--- src/rtl/alu_issue_unit_if.sv ---
// Handshake, ALU drive and debug-read bundle for alu_issue_unit.
// The slave modport is the issue unit; the master modport is the instruction source/ALU side.
interface alu_issue_unit_if #(
  parameter int unsigned DW = 8
);
  logic          instr_valid;
  logic          instr_ready;
  logic [8:0]    instr;
  logic [3:0]    alu_op;
  logic [DW-1:0] alu_a;
  logic [DW-1:0] alu_b;
  logic [DW-1:0] alu_result;
  logic          done;
  logic          illegal;
  logic          busy;
  logic [2:0]    dbg_raddr;
  logic [DW-1:0] dbg_rdata;

  modport slave (
    input  instr_valid, instr, alu_result, dbg_raddr,
    output instr_ready, alu_op, alu_a, alu_b, done, illegal, busy, dbg_rdata
  );

  modport master (
    output instr_valid, instr, alu_result, dbg_raddr,
    input  instr_ready, alu_op, alu_a, alu_b, done, illegal, busy, dbg_rdata
  );
endinterface

--- src/rtl/alu_issue_unit.sv ---
// Four-state issue/writeback sequencer in front of a combinational 8-bit ALU.
// Owns the 8x8 register file; every instruction takes IDLE->DECODE->EXEC->WB.
module alu_issue_unit #(
  parameter int unsigned NREGS = 8,
  parameter int unsigned DW    = 8
) (
  input logic             clk,
  input logic             rst_n,
  alu_issue_unit_if.slave bus
);

  localparam int unsigned AW = $clog2(NREGS);

  typedef enum logic [1:0] {StIdle, StDecode, StExec, StWb} state_e;
  typedef enum logic [1:0] {ClsNone, ClsLdi, ClsAlu, ClsIllegal} op_class_e;

  state_e    state_q, state_d;
  op_class_e cls_q;
  logic [8:0]    instr_q;
  logic [DW-1:0] op_a_q, op_b_q, result_q;
  logic [DW-1:0] rf_q [NREGS];

  logic [2:0]    opc;
  logic [AW-1:0] rd, rs;
  logic [DW-1:0] imm_ext;
  logic          accept;
  op_class_e     cls_dec;

  assign opc     = instr_q[8:6];
  assign rd      = instr_q[5:3];
  assign rs      = instr_q[2:0];
  assign imm_ext = {{(DW-3){1'b0}}, instr_q[2:0]};
  assign accept  = (state_q == StIdle) && bus.instr_valid;

  always_comb begin
    cls_dec = ClsAlu;
    unique case (opc)
      3'b000:  cls_dec = ClsNone;
      3'b001:  cls_dec = ClsLdi;
      3'b010:  cls_dec = ClsIllegal;
      default: cls_dec = ClsAlu;
    endcase
  end

  always_ff @(posedge clk or negedge rst_n) begin
    if (!rst_n) begin
      state_q <= StIdle;
    end else begin
      state_q <= state_d;
    end
  end

  always_comb begin
    state_d          = state_q;
    bus.instr_ready  = 1'b0;
    bus.done         = 1'b0;
    bus.illegal      = 1'b0;
    bus.busy         = 1'b1;
    bus.alu_op       = '0;
    bus.alu_a        = '0;
    bus.alu_b        = '0;
    unique case (state_q)
      StIdle: begin
        bus.instr_ready = 1'b1;
        bus.busy        = 1'b0;
        if (bus.instr_valid) state_d = StDecode;
      end
      StDecode: state_d = StExec;
      StExec: begin
        // ldi, nop and reserved opcodes leave the ALU inputs quiet
        if (cls_q == ClsAlu) begin
          bus.alu_op = {1'b0, opc};
          bus.alu_a  = op_a_q;
          bus.alu_b  = op_b_q;
        end
        state_d = StWb;
      end
      StWb: begin
        bus.done    = 1'b1;
        bus.illegal = (cls_q == ClsIllegal);
        state_d     = StIdle;
      end
      default: state_d = StIdle;
    endcase
  end

  always_ff @(posedge clk or negedge rst_n) begin
    if (!rst_n) begin
      instr_q  <= '0;
      cls_q    <= ClsNone;
      op_a_q   <= '0;
      op_b_q   <= '0;
      result_q <= '0;
      for (int i = 0; i < int'(NREGS); i++) rf_q[i] <= '0;
    end else begin
      if (accept) instr_q <= bus.instr;
      if (state_q == StDecode) begin
        cls_q  <= cls_dec;
        op_a_q <= rf_q[rd];
        // inc takes its B operand from the immediate field, not a register
        op_b_q <= (opc == 3'b100) ? imm_ext : rf_q[rs];
      end
      if (state_q == StExec) begin
        result_q <= (cls_q == ClsLdi) ? imm_ext : bus.alu_result;
      end
      if (state_q == StWb && (cls_q == ClsLdi || cls_q == ClsAlu)) begin
        rf_q[rd] <= result_q;
      end
    end
  end

  assign bus.dbg_rdata = rf_q[bus.dbg_raddr];

endmodule

--- src/flat_wrapper.sv ---
// flat-port wrapper written by rule: the top's interface ports become plain ports
module alu_issue_unit_flat 
#(
  parameter int unsigned NREGS = 8,
  parameter int unsigned DW    = 8
)
  (clk, rst_n, bus_instr_valid, bus_instr, bus_alu_result, bus_dbg_raddr, bus_instr_ready, bus_alu_op, bus_alu_a, bus_alu_b, bus_done, bus_illegal, bus_busy, bus_dbg_rdata);
  alu_issue_unit_if #(.DW(DW)) bus_i ();
  input logic clk;
  input logic rst_n;
  input wire logic [$bits(bus_i.instr_valid)-1:0] bus_instr_valid;
  input wire logic [$bits(bus_i.instr)-1:0] bus_instr;
  input wire logic [$bits(bus_i.alu_result)-1:0] bus_alu_result;
  input wire logic [$bits(bus_i.dbg_raddr)-1:0] bus_dbg_raddr;
  output wire logic [$bits(bus_i.instr_ready)-1:0] bus_instr_ready;
  output wire logic [$bits(bus_i.alu_op)-1:0] bus_alu_op;
  output wire logic [$bits(bus_i.alu_a)-1:0] bus_alu_a;
  output wire logic [$bits(bus_i.alu_b)-1:0] bus_alu_b;
  output wire logic [$bits(bus_i.done)-1:0] bus_done;
  output wire logic [$bits(bus_i.illegal)-1:0] bus_illegal;
  output wire logic [$bits(bus_i.busy)-1:0] bus_busy;
  output wire logic [$bits(bus_i.dbg_rdata)-1:0] bus_dbg_rdata;
  assign bus_i.instr_valid = bus_instr_valid;
  assign bus_i.instr = bus_instr;
  assign bus_i.alu_result = bus_alu_result;
  assign bus_i.dbg_raddr = bus_dbg_raddr;
  assign bus_instr_ready = bus_i.instr_ready;
  assign bus_alu_op = bus_i.alu_op;
  assign bus_alu_a = bus_i.alu_a;
  assign bus_alu_b = bus_i.alu_b;
  assign bus_done = bus_i.done;
  assign bus_illegal = bus_i.illegal;
  assign bus_busy = bus_i.busy;
  assign bus_dbg_rdata = bus_i.dbg_rdata;
  alu_issue_unit #(.NREGS(NREGS), .DW(DW)) u_core (.clk(clk), .rst_n(rst_n), .bus(bus_i));
endmodule
--- config.mk ---
export PLATFORM = sky130hd
export DESIGN_NAME = alu_issue_unit_flat
export DESIGN_NICKNAME = d
export VERILOG_FILES = /design/src/rtl/alu_issue_unit_if.sv /design/src/rtl/alu_issue_unit.sv /design/src/flat_wrapper.sv
export SDC_FILE = /design/constraint.sdc
export NUM_CORES = 1
export LEC_CHECK = 0
export BUFFER_PORTS_ARGS = -buffer_cell sky130_fd_sc_hd__buf_4
export CORE_ASPECT_RATIO = 1.75
export CORE_MARGIN = 10
export CORE_UTILIZATION = 45
export CTS_CLUSTER_SIZE = 10
export DETAILED_ROUTE_END_ITERATION = 8
export GPL_TIMING_DRIVEN = 0
export MAX_ROUTING_LAYER = met4
export PLACE_DENSITY = 0.61
export REMOVE_ABC_BUFFERS = 1
export SLEW_MARGIN = 20
export SYNTH_ARGS = -nofsm -noshare
export SYNTH_HDL_FRONTEND = slang
export SYNTH_SLANG_ARGS = --single-unit
--- constraint.sdc ---
create_clock -name clk -period 2.1 [get_ports clk]
set_clock_uncertainty 0.05 [all_clocks]
set_input_delay 0.105 -clock clk [delete_from_list [all_inputs] [get_ports clk]]
set_output_delay 0.105 -clock clk [all_outputs]
set_load 0.01 [all_outputs]
Yosys cells after proc, flatten, opt, wreduce, memory -nomap -nowiden --
Index checks and enable logic that the tools add are counted.
Word-level totals: register bits 101, bits in latches 0, bits in writable memories 0, memory bits (read-only) 0, input bits 23, output and inout bits 32, word-level logic and storage cells 64, memories 0
Operators by class: add/sub/neg operators 0, $mul 0, divide/modulo/power cells 0, magnitude comparators 4, eq/ne operators 10, shift-type cells 0, muxes and demuxes 27, bitwise operators 3, reductions and logical operators 6
Operators with widths (number):
- $mux W8 | 13
- $bmux W8 S3 | 3
- $bwmux W64 | 1
- $demux W8 S3 | 1
- $ge A4 B4 Y1 const B | 3
- $not A3 Y4 | 3
- $eq A2 B2 Y1 const B | 4
- $pmux W2 S4 | 1
- $pmux W2 S3 | 1
- $eq A2 B1 Y1 const B | 2
- $lt A4 B1 Y1 const B | 1
- $mux W1 | 4
- $mux W4 | 1
- $eq A3 B1 Y1 const B | 1
- $eq A3 B2 Y1 const B | 1
- $eq A3 B3 Y1 const B | 1
- $logic_and A1 B1 Y1 | 3
- $logic_not A3 Y1 | 1
- $mux W3 | 1
- $logic_not A2 Y1 | 1
- $mux W2 | 1
- $ne A2 B2 Y1 const B | 1
- $logic_or A1 B1 Y1 | 1

Depth between registers and ports, before layout --
Gate-level depths: netlist (run 1).
depth after elaboration 6, gate-level depth with buffers 8, mapped depth without buffers 6

Worst setup path after synthesis (run 1) --
Ideal clock, no wire load.
path kind reg-to-reg, start register u_core.cls_q[0], end register u_core.rf_q[24] in the netlist's numbering, setup time 0.125 ns, arrival time 1.654 ns, required time 1.925 ns, slack 0.271 ns, cell stages (with the launch flop) 7, path buffers 1, period minus slack after synthesis 1.829 ns, cells stage by stage dfrtp_1 > inv_1 > ha_1 > nand3b_4 > or3_1 > buf_2 > mux2_4
On the way: cells in the longest elaborated chain, start to end 3, elaborated cells between the ends (all ways) 4, classes of those cells eq/ne: 2; reduce/logical: 2
RTL lines:
- start: declaration | RTL line alu_issue_unit.sv:18 | op_class_e cls_q;
- start signal: assignment | RTL line alu_issue_unit.sv:90 | cls_q <= ClsNone;
- start signal: assignment | RTL line alu_issue_unit.sv:98 | cls_q <= cls_dec;
- $eq A2 B1 Y1 / $eq A2 B2 Y1 (equally long branches) | RTL line alu_issue_unit.sv:106 | if (state_q == StWb && (cls_q == ClsLdi || cls_q == ClsAlu)) begin
- $logic_or A1 B1 Y1 * | RTL line alu_issue_unit.sv:106
- $logic_and A1 B1 Y1 * | RTL line alu_issue_unit.sv:106
- end signal: indexed assignment | RTL line alu_issue_unit.sv:107 | rf_q[rd] <= result_q;
- end: declaration | RTL line alu_issue_unit.sv:21 | logic [DW-1:0] rf_q [NREGS];
Mark *: on every way between the ends. The rest lies on a longest branch, timed or not. A chain may end at the register's enable or synchronous reset.

Worst setup path in the final report (run 1) --
Ends and elaborated chain as after synthesis.

==> impl_metrics.py, run 1 <==
metrics = {
    "clocking": {
        "cts_buffer_depth": 2,
        "htreeDepth": 3,
        "cts_tree": "done",
        "clk_pin_slew_ps": 70,
        "cts_made_buffers": 9,
        "numClockSinks": 101,
        "root_buffer": "clkbuf_16",
        "clk_latency_ps": 340,
    },
    "floorplan": {
        "die_w_um": 105,
        "die_h_um": 169,
        "core_area_sq_um": 12400,
        "rows": 54,
        "die-area_sq_um": 17700,
        "io_pins": 55,
        "start_util": 0.458,
    },
    "yosys": {
        "synthCells": 445,
        "synth_area_sq_um": 5690,
        "syn_avg_cell_area_sq_um": 12.8,
        "async_flop_share": 1.00,
        "synth_common_cells": "101 x dfrtp_1, 60 x mux2_2, 36 x nand2_1",
        "synthTopCellsByArea": "dfrtp_1 44%, mux2_2 12%, mux4_2 10%",
        "yosys_warnings": 0,
        "yosysMostFrequentCell": "dfrtp_1",
        "seq_area_frac_synth": 0.444,
        "synth.distinct_cells": 41,
        "ys.flop_type": "dfrtp_1",
        "synth_top_area_frac": 0.444,
        "synth-edff-count": 0,
        "synth-seq-cells": 101,
        "yosysTopAreaCell": "dfrtp_1",
    },
    "sta": {
        "setup_viol": 0,
        "finalHoldViolCount": 0,
        "tightestPinTransition_ps": 937,
        "drv_slew": 0,
        "slew-limit-headroom": 0.375,
        "rsz0062_at_grt": "yes",
        "period_needed_ps": 2000,
        "fmax_ghz": 0.501,
        "layout_setup_ws_ps": 104,
        "min_period_over_period": 0.951,
    },
    "global_routing": {
        "grt_use_total": 0.177,
        "grt_pass1_wl_um": 23700,
        "grt_max_degree": 102,
        "antenna_found_initial": 0,
        "grt_pass1_vias": 4112,
        "grt_overflow": 0,
    },
    "setup_path": {
        "critPathRequiredTime_ps": 2280,
        "cp_slowest_stage_delay_ps": 500,
        "endpoint_kind": "flip-flop",
        "crit_path_start_kind": "flip-flop",
        "path_class": "reg2reg",
        "cp_top_family": "simple AND/OR/NAND/NOR gates",
        "critPathBufInv": 1,
        "worst_ep_arrival_time_ps": 2170,
        "crit_path_max_fanout": 13,
        "worstPathCellList": "inv_1, ha_2, nand3b_4, or3_4, mux2_4",
        "cp_slowest_cell": "or3_4",
    },
    "place": {
        "hpwl_um": 9700,
        "place_congestion": 0.773,
        "dp_slack_ps": -347,
        "portBuffers": 53,
    },
    "layout": {
        "final_layout_size_suffix_gt1_frac": 0.372,
        "area_growth_pct": 16.3,
        "final_net_count": 527,
        "diodes": 0,
    },
    "route": {
        "viasPerCell": 5.86,
        "wl_per_cell_um": 22.7,
        "drtIter0Drc": 203,
        "vias": 3915,
        "drc_errors": 0,
        "first_pass_iters": 4,
        "final_antenna_net_count": 0,
        "routed_wl_um": 15200,
    },
    "flow_run": {
        "drv_cap": 0,
    },
    "pwr": {
        "peakVddDrop_uv": 1060,
        "power_leakage_nw": 3.04,
        "powerDensity_nw_per_um2": 1480,
        "power.total_mw": 9.80,
    },
    "run_status": {
        "outcome": "finished, final reports clean",
    },
    "hold_path": {
        "hold_path_class": "in2reg",
    },
}
## cell families (layout without fill, tap and decap cells)
logic type      count (synthesis)  count (layout)  share of synthesized area
other cells                     1               1                   0.000659
xor+xnor                        1               1                    0.00154
buf+inv                        54             109                     0.0534
compound gates                 75              75                     0.0842
mux                           120             120                      0.318
flops                         101             101                      0.444
simple gates                   86              86                     0.0820
fa+ha+maj                       7               7                     0.0154
## layout make-up
type | instances | area (sq um)
timing repair buffer | 77 | 639
multi-input combinational | 290 | 2900
inverter | 18 | 67.6
clock buffer | 11 | 233
tap | 168 | 210
clock inverter | 3 | 40.0
fill | 1117 | 5810
sequential | 101 | 2530
## flip-flops by register name, indices dropped and copies added, names as in the netlist
| register | count |
|---|---|
| u_core.result_q | 8 |
| u_core.rf_q | 64 |
| u_core.instr_q | 9 |
| u_core.op_b_q | 8 |
| u_core.state_q | 2 |
| u_core.op_a_q | 8 |
| u_core.cls_q | 2 |
## tightest hold or removal path, delay by kind of cell
family          cells  cell delay, ps
compound gates      1             130
buf+inv             1              70
mux                 1              50
## where the power goes
part	leakage, nW	total (mW)	switching (mW)	internal (mW)
sequential	1.29	4.16	1.33	2.83
combinational	1.61	4.03	1.72	2.30
clock	0.135	1.61	0.699	0.908
## timing repair
| item | in CTS | in global routing |
|---|---|---|
| setup buffers | 8 | 0 |
| cloned | 0 | 0 |
| pin swaps | 4 | 0 |
| hold endpoints to repair | 115 | 0 |
| hold buffers | 15 | 0 |
| resized for setup | 10 | 3 |
| endpoints found under the setup margin | 73 | 20 |
## path summary, 6_finish.rpt
| kind | start | to | slack [ps] | cells after the start |
|---|---|---|---|---|
| min reg2reg | u_core.op_a_q[2]$_DFFE_PN0N_ | u_core.op_a_q[2]$_DFFE_PN0N_ | 450 | 1 |
| min | bus_alu_result[1] | u_core.result_q[1]$_DFFE_PN0P_ | 10 | 3 |
| max in group asynchronous | rst_n | u_core.instr_q[4]$_DFFE_PN0P_ | 920 | 2 |
| max | u_core.cls_q[0]$_DFFE_PN0N_ | u_core.rf_q[24]$_DFFE_PN0P_ | 100 | 5 |
| max reg2reg | u_core.cls_q[0]$_DFFE_PN0N_ | u_core.rf_q[24]$_DFFE_PN0P_ | 100 | 5 |
| min in group asynchronous | rst_n | u_core.result_q[4]$_DFFE_PN0P_ | 410 | 2 |
## through the flow
stage	instances	setup TNS, ps	instance area (sq um)	hold slack (ps)	utilization
after global routing	668	-15.0	6620	15.3	0.532
after floorplan	409	-606	5450	-241	-
after global placement	630	-46020	6060	259	0.488
after CTS	668	0	6610	10.8	0.532
after detailed placement	631	-13030	6100	230	0.491
final	668	0	6620	12.6	0.532
## layout by cell type (no fill, tap or decap), types with 18 or more instances in the layout
master   count
and3_1      20
buf_4       60
dfrtp_1     96
inv_1       18
mux2_2      60
mux2i_1     19
mux4_2      26
nand2_1     35
o21ai_0     25
## per-layer routing
layer | up-vias | wire [um] | track usage | share of wire
met1 | 2040 | 6010 | 0.197 | 0.40
met3 | 26 | 520 | 0.0259 | 0.034
li1 | 1758 | - | - | -
met2 | 91 | 8230 | 0.311 | 0.54
met4 | 0 | 413 | 0.0713 | 0.027
met5 | - | 0 | - | 0
No activity file was read; power rests on OpenSTA's default activity.
==> run 2: changes to the inputs <==
Settings changed: ABC_AREA set to 1.
==> impl_metrics.py, run 2 <==
metrics = {
    "pwr": {
        "p_seq_frac": 0.357,
        "switching_share": 0.447,
        "p_int_mw": 5.62,
        "pwr-share-clk": 0.185,
        "power_leakage_nw": 3.26,
        "peakVddDrop_uv": 1100,
        "p_comb_frac": 0.457,
        "powerDensity_nw_per_um2": 1490,
        "p_sw_mw": 4.55,
    },
    "yosys": {
        "yosysTopAreaCell": "dfrtp_1",
        "syn_avg_cell_area_sq_um": 7.39,
        "seq_area_frac_synth": 0.440,
        "yosysMostFrequentCell": "nand2_1",
        "synth-edff-count": 0,
        "synth_top_area_frac": 0.440,
        "synth.distinct_cells": 27,
        "async_flop_share": 1.00,
        "synth_common_cells": "188 x nand2_1, 101 x dfrtp_1, 97 x o21ai_0",
        "synth-seq-cells": 101,
        "yosys_warnings": 0,
        "synthCells": 777,
        "ys.flop_type": "dfrtp_1",
        "synthTopCellsByArea": "dfrtp_1 44%, nand2_1 12%, o21ai_0 8.5%",
        "synth_area_sq_um": 5740,
    },
    "route": {
        "wl_met3_um": 1200,
        "viasPerCell": 5.45,
        "routed_wl_um": 18000,
        "vias": 5450,
        "drtIter0Drc": 501,
        "wl_per_cell_um": 18.0,
        "route.met2.wl_um": 9200,
        "first_pass_iters": 5,
        "top_layer": "met4",
        "final_antenna_net_count": 0,
        "drc_errors": 0,
        "m1WireLength_um": 7100,
    },
    "setup_path": {
        "cp_slowest_stage_delay_ps": 850,
        "crit_path_max_fanout": 13,
        "critPathRequiredTime_ps": 2330,
        "r2r_cells": 6,
        "path_class": "reg2reg",
        "endpoint_kind": "flip-flop",
        "r2r_start": "u_core.instr_q[2]$_DFFE_PN0P_",
        "crit_path_start_kind": "flip-flop",
        "cp_slowest_cell": "dfrtp_1",
        "worstPathCellList": "clkinvlp_4, nand3_1, nand2_1, a21oi_1, nand2_1, nand2_1",
        "r2r_setup_slack_ps": 80,
        "r2r_end": "u_core.op_b_q[1]$_DFFE_PN0N_",
        "worst_ep_arrival_time_ps": 2250,
        "crit_path_frequent_cell": "nand2_1",
    },
    "clocking": {
        "root_buffer": "clkbuf_16",
        "cts_tree": "done",
        "cts_made_buffers": 9,
        "htreeDepth": 3,
        "cts_buffer_depth": 2,
        "numClockSinks": 101,
        "clk_latency_ps": 350,
        "clk_pin_slew_ps": 70,
    },
    "layout": {
        "largest_reg_flops": 64,
        "final_common_cell": "nand2_1",
        "final_layout_size_suffix_gt1_frac": 0.144,
        "multi_input_area_sq_um": 2760,
        "regArea_sq_um": 2530,
        "fillers": 1215,
        "reg_top3": "u_core.rf_q x64, u_core.instr_q x9",
        "instances_no_fill": 1000,
        "final_cell_mix": "186 x nand2_1, 98 x dfrtp_1, 97 x o21ai_0, 80 x nor2_1, 74 x inv_1",
        "regMostFlops": "u_core.rf_q",
        "final_net_count": 857,
        "area_growth_pct": 19.2,
        "diodes": 0,
    },
    "sta": {
        "setup_viol": 0,
        "period_needed_ps": 2020,
        "slew-limit-headroom": 0.359,
        "finalSetupTns_ps": 0,
        "drv_slew": 0,
        "finalHoldViolCount": 0,
        "fmax_ghz": 0.495,
        "min_period_over_period": 0.961,
        "layout_setup_ws_ps": 81.0,
        "tightestPinTransition_ps": 962,
        "rsz0062_at_grt": "no",
    },
    "place": {
        "dp_slack_ps": -813,
        "dp_cells": 957,
        "place_congestion": 0.880,
        "portBuffers": 53,
        "hpwl_um": 11500,
    },
    "floorplan": {
        "start_util": 0.459,
        "io_pins": 55,
        "die_w_um": 105,
        "rows": 54,
        "core_area_sq_um": 12500,
        "die-area_sq_um": 17900,
        "die_h_um": 169,
    },
    "global_routing": {
        "grt_pass1_vias": 5431,
        "grt_max_degree": 102,
        "grt_pass1_wl_um": 28800,
        "grt_overflow": 0,
        "antenna_found_initial": 0,
        "grt_use_total": 0.211,
    },
    "run_status": {
        "outcome": "finished, final reports clean",
    },
    "flow_run": {
        "drv_cap": 0,
    },
    "hold_path": {
        "hold_end": "u_core.state_q[1]$_DFFE_PN0P_",
        "min_path_cells": 3,
        "min_from": "bus_instr_valid",
        "hold_path_class": "in2reg",
    },
}
## run 2: cell count changes in the layout (fill, tap and decap cells not counted), sizes merged, moves of 6 or more
cell | before | now
o22ai | 9 | 3
and3 | 21 | 0
o21ai | 31 | 133
nand2 | 36 | 192
inv | 18 | 77
mux2 | 63 | 0
a21oi | 14 | 42
mux4 | 38 | 0
nor2 | 16 | 85
nand3 | 1 | 45
o211ai | 0 | 40
mux2i | 19 | 0
## run 2: timing repair
item / CTS / global route
setup buffers: 7 / 2
hold endpoints to repair: 118 / 0
gates resized for setup: 10 / 3
hold buffers: 18 / 0
pin swaps: 2 / 1
setup endpoints to repair: 53 / 5
## run 2: critical path, delay by kind of cell, from the launching register on
family / cells / cell delay [ps]
flip-flops: 1 / 850
AND/OR/NAND/NOR: 4 / 390
buffers and inverters: 1 / 540
AO/OA/AOI/OAI: 1 / 110
## run 2: layout make-up
cell class              count  share of cell area
repair buffers             82               0.103
well taps                 168              0.0307
clock inverters             5              0.0146
inverters                  80              0.0455
clock buffers              11              0.0340
flip-flops and latches    101               0.370
multi-input cells         553               0.403
## run 2: power by group through the flow
stage | clock (mW) | combinational, mW | sequential (mW)
6_report | 1.88 | 4.65 | 3.64
5_1_grt | 1.99 | 5.25 | 3.74
4_1_cts | 1.91 | 4.63 | 3.60
3_5_place_dp | 0 | 4.44 | 3.62
3_3_place_gp | 0 | 4.12 | 3.76
2_1_floorplan | 0 | 2.85 | 3.46
## run 2: how the worst max path moves through the flow
stage	start	to	slack (ps)	depth (start not counted)
after detailed placement	u_core.state_q[1]$_DFFE_PN0P_	u_core.op_b_q[7]$_DFFE_PN0N_	-810	6
after floorplan	u_core.instr_q[3]$_DFFE_PN0P_	u_core.rf_q[16]$_DFFE_PN0P_	-290	3
final	u_core.instr_q[2]$_DFFE_PN0P_	u_core.op_b_q[1]$_DFFE_PN0N_	80	6
after global routing	u_core.state_q[0]$_DFFE_PN0P_	bus_alu_a[4]	7	5
after CTS	u_core.instr_q[2]$_DFFE_PN0P_	u_core.op_b_q[1]$_DFFE_PN0N_	7	6
after global placement	u_core.instr_q[3]$_DFFE_PN0P_	u_core.rf_q[2]$_DFFE_PN0P_	-1300	3
## run 2: kinds of logic (layout without fill, tap and decap cells)
family | Yosys count | count (layout) | share of synthesized area
AO/OA/AOI/OAI | 219 | 219 | 0.220
buffers and inverters | 123 | 178 | 0.0869
other | 1 | 1 | 0.000653
adder cells (fa/ha/maj) | 7 | 7 | 0.0153
AND/OR/NAND/NOR | 326 | 326 | 0.237
flip-flops | 101 | 101 | 0.440
## run 2: layer usage
metal  track usage  vias to the layer above
met2         0.361                      223
met5             -                        -
li1              -                     2649
met4        0.0803                        0
met3        0.0342                       32
met1         0.241                     2546
## run 2: per-stage QoR
step           hold WS [ps]  cell area [sq um]  total power [mW]  utilization
6_report               15.7               6850              10.2        0.548
5_1_grt                68.5               6850              11.0        0.548
4_1_cts                18.4               6810              10.1        0.545
3_5_place_dp            237               6200              8.06        0.496
3_3_place_gp            288               6150              7.87        0.492
2_1_floorplan          -241               5540              6.32            -
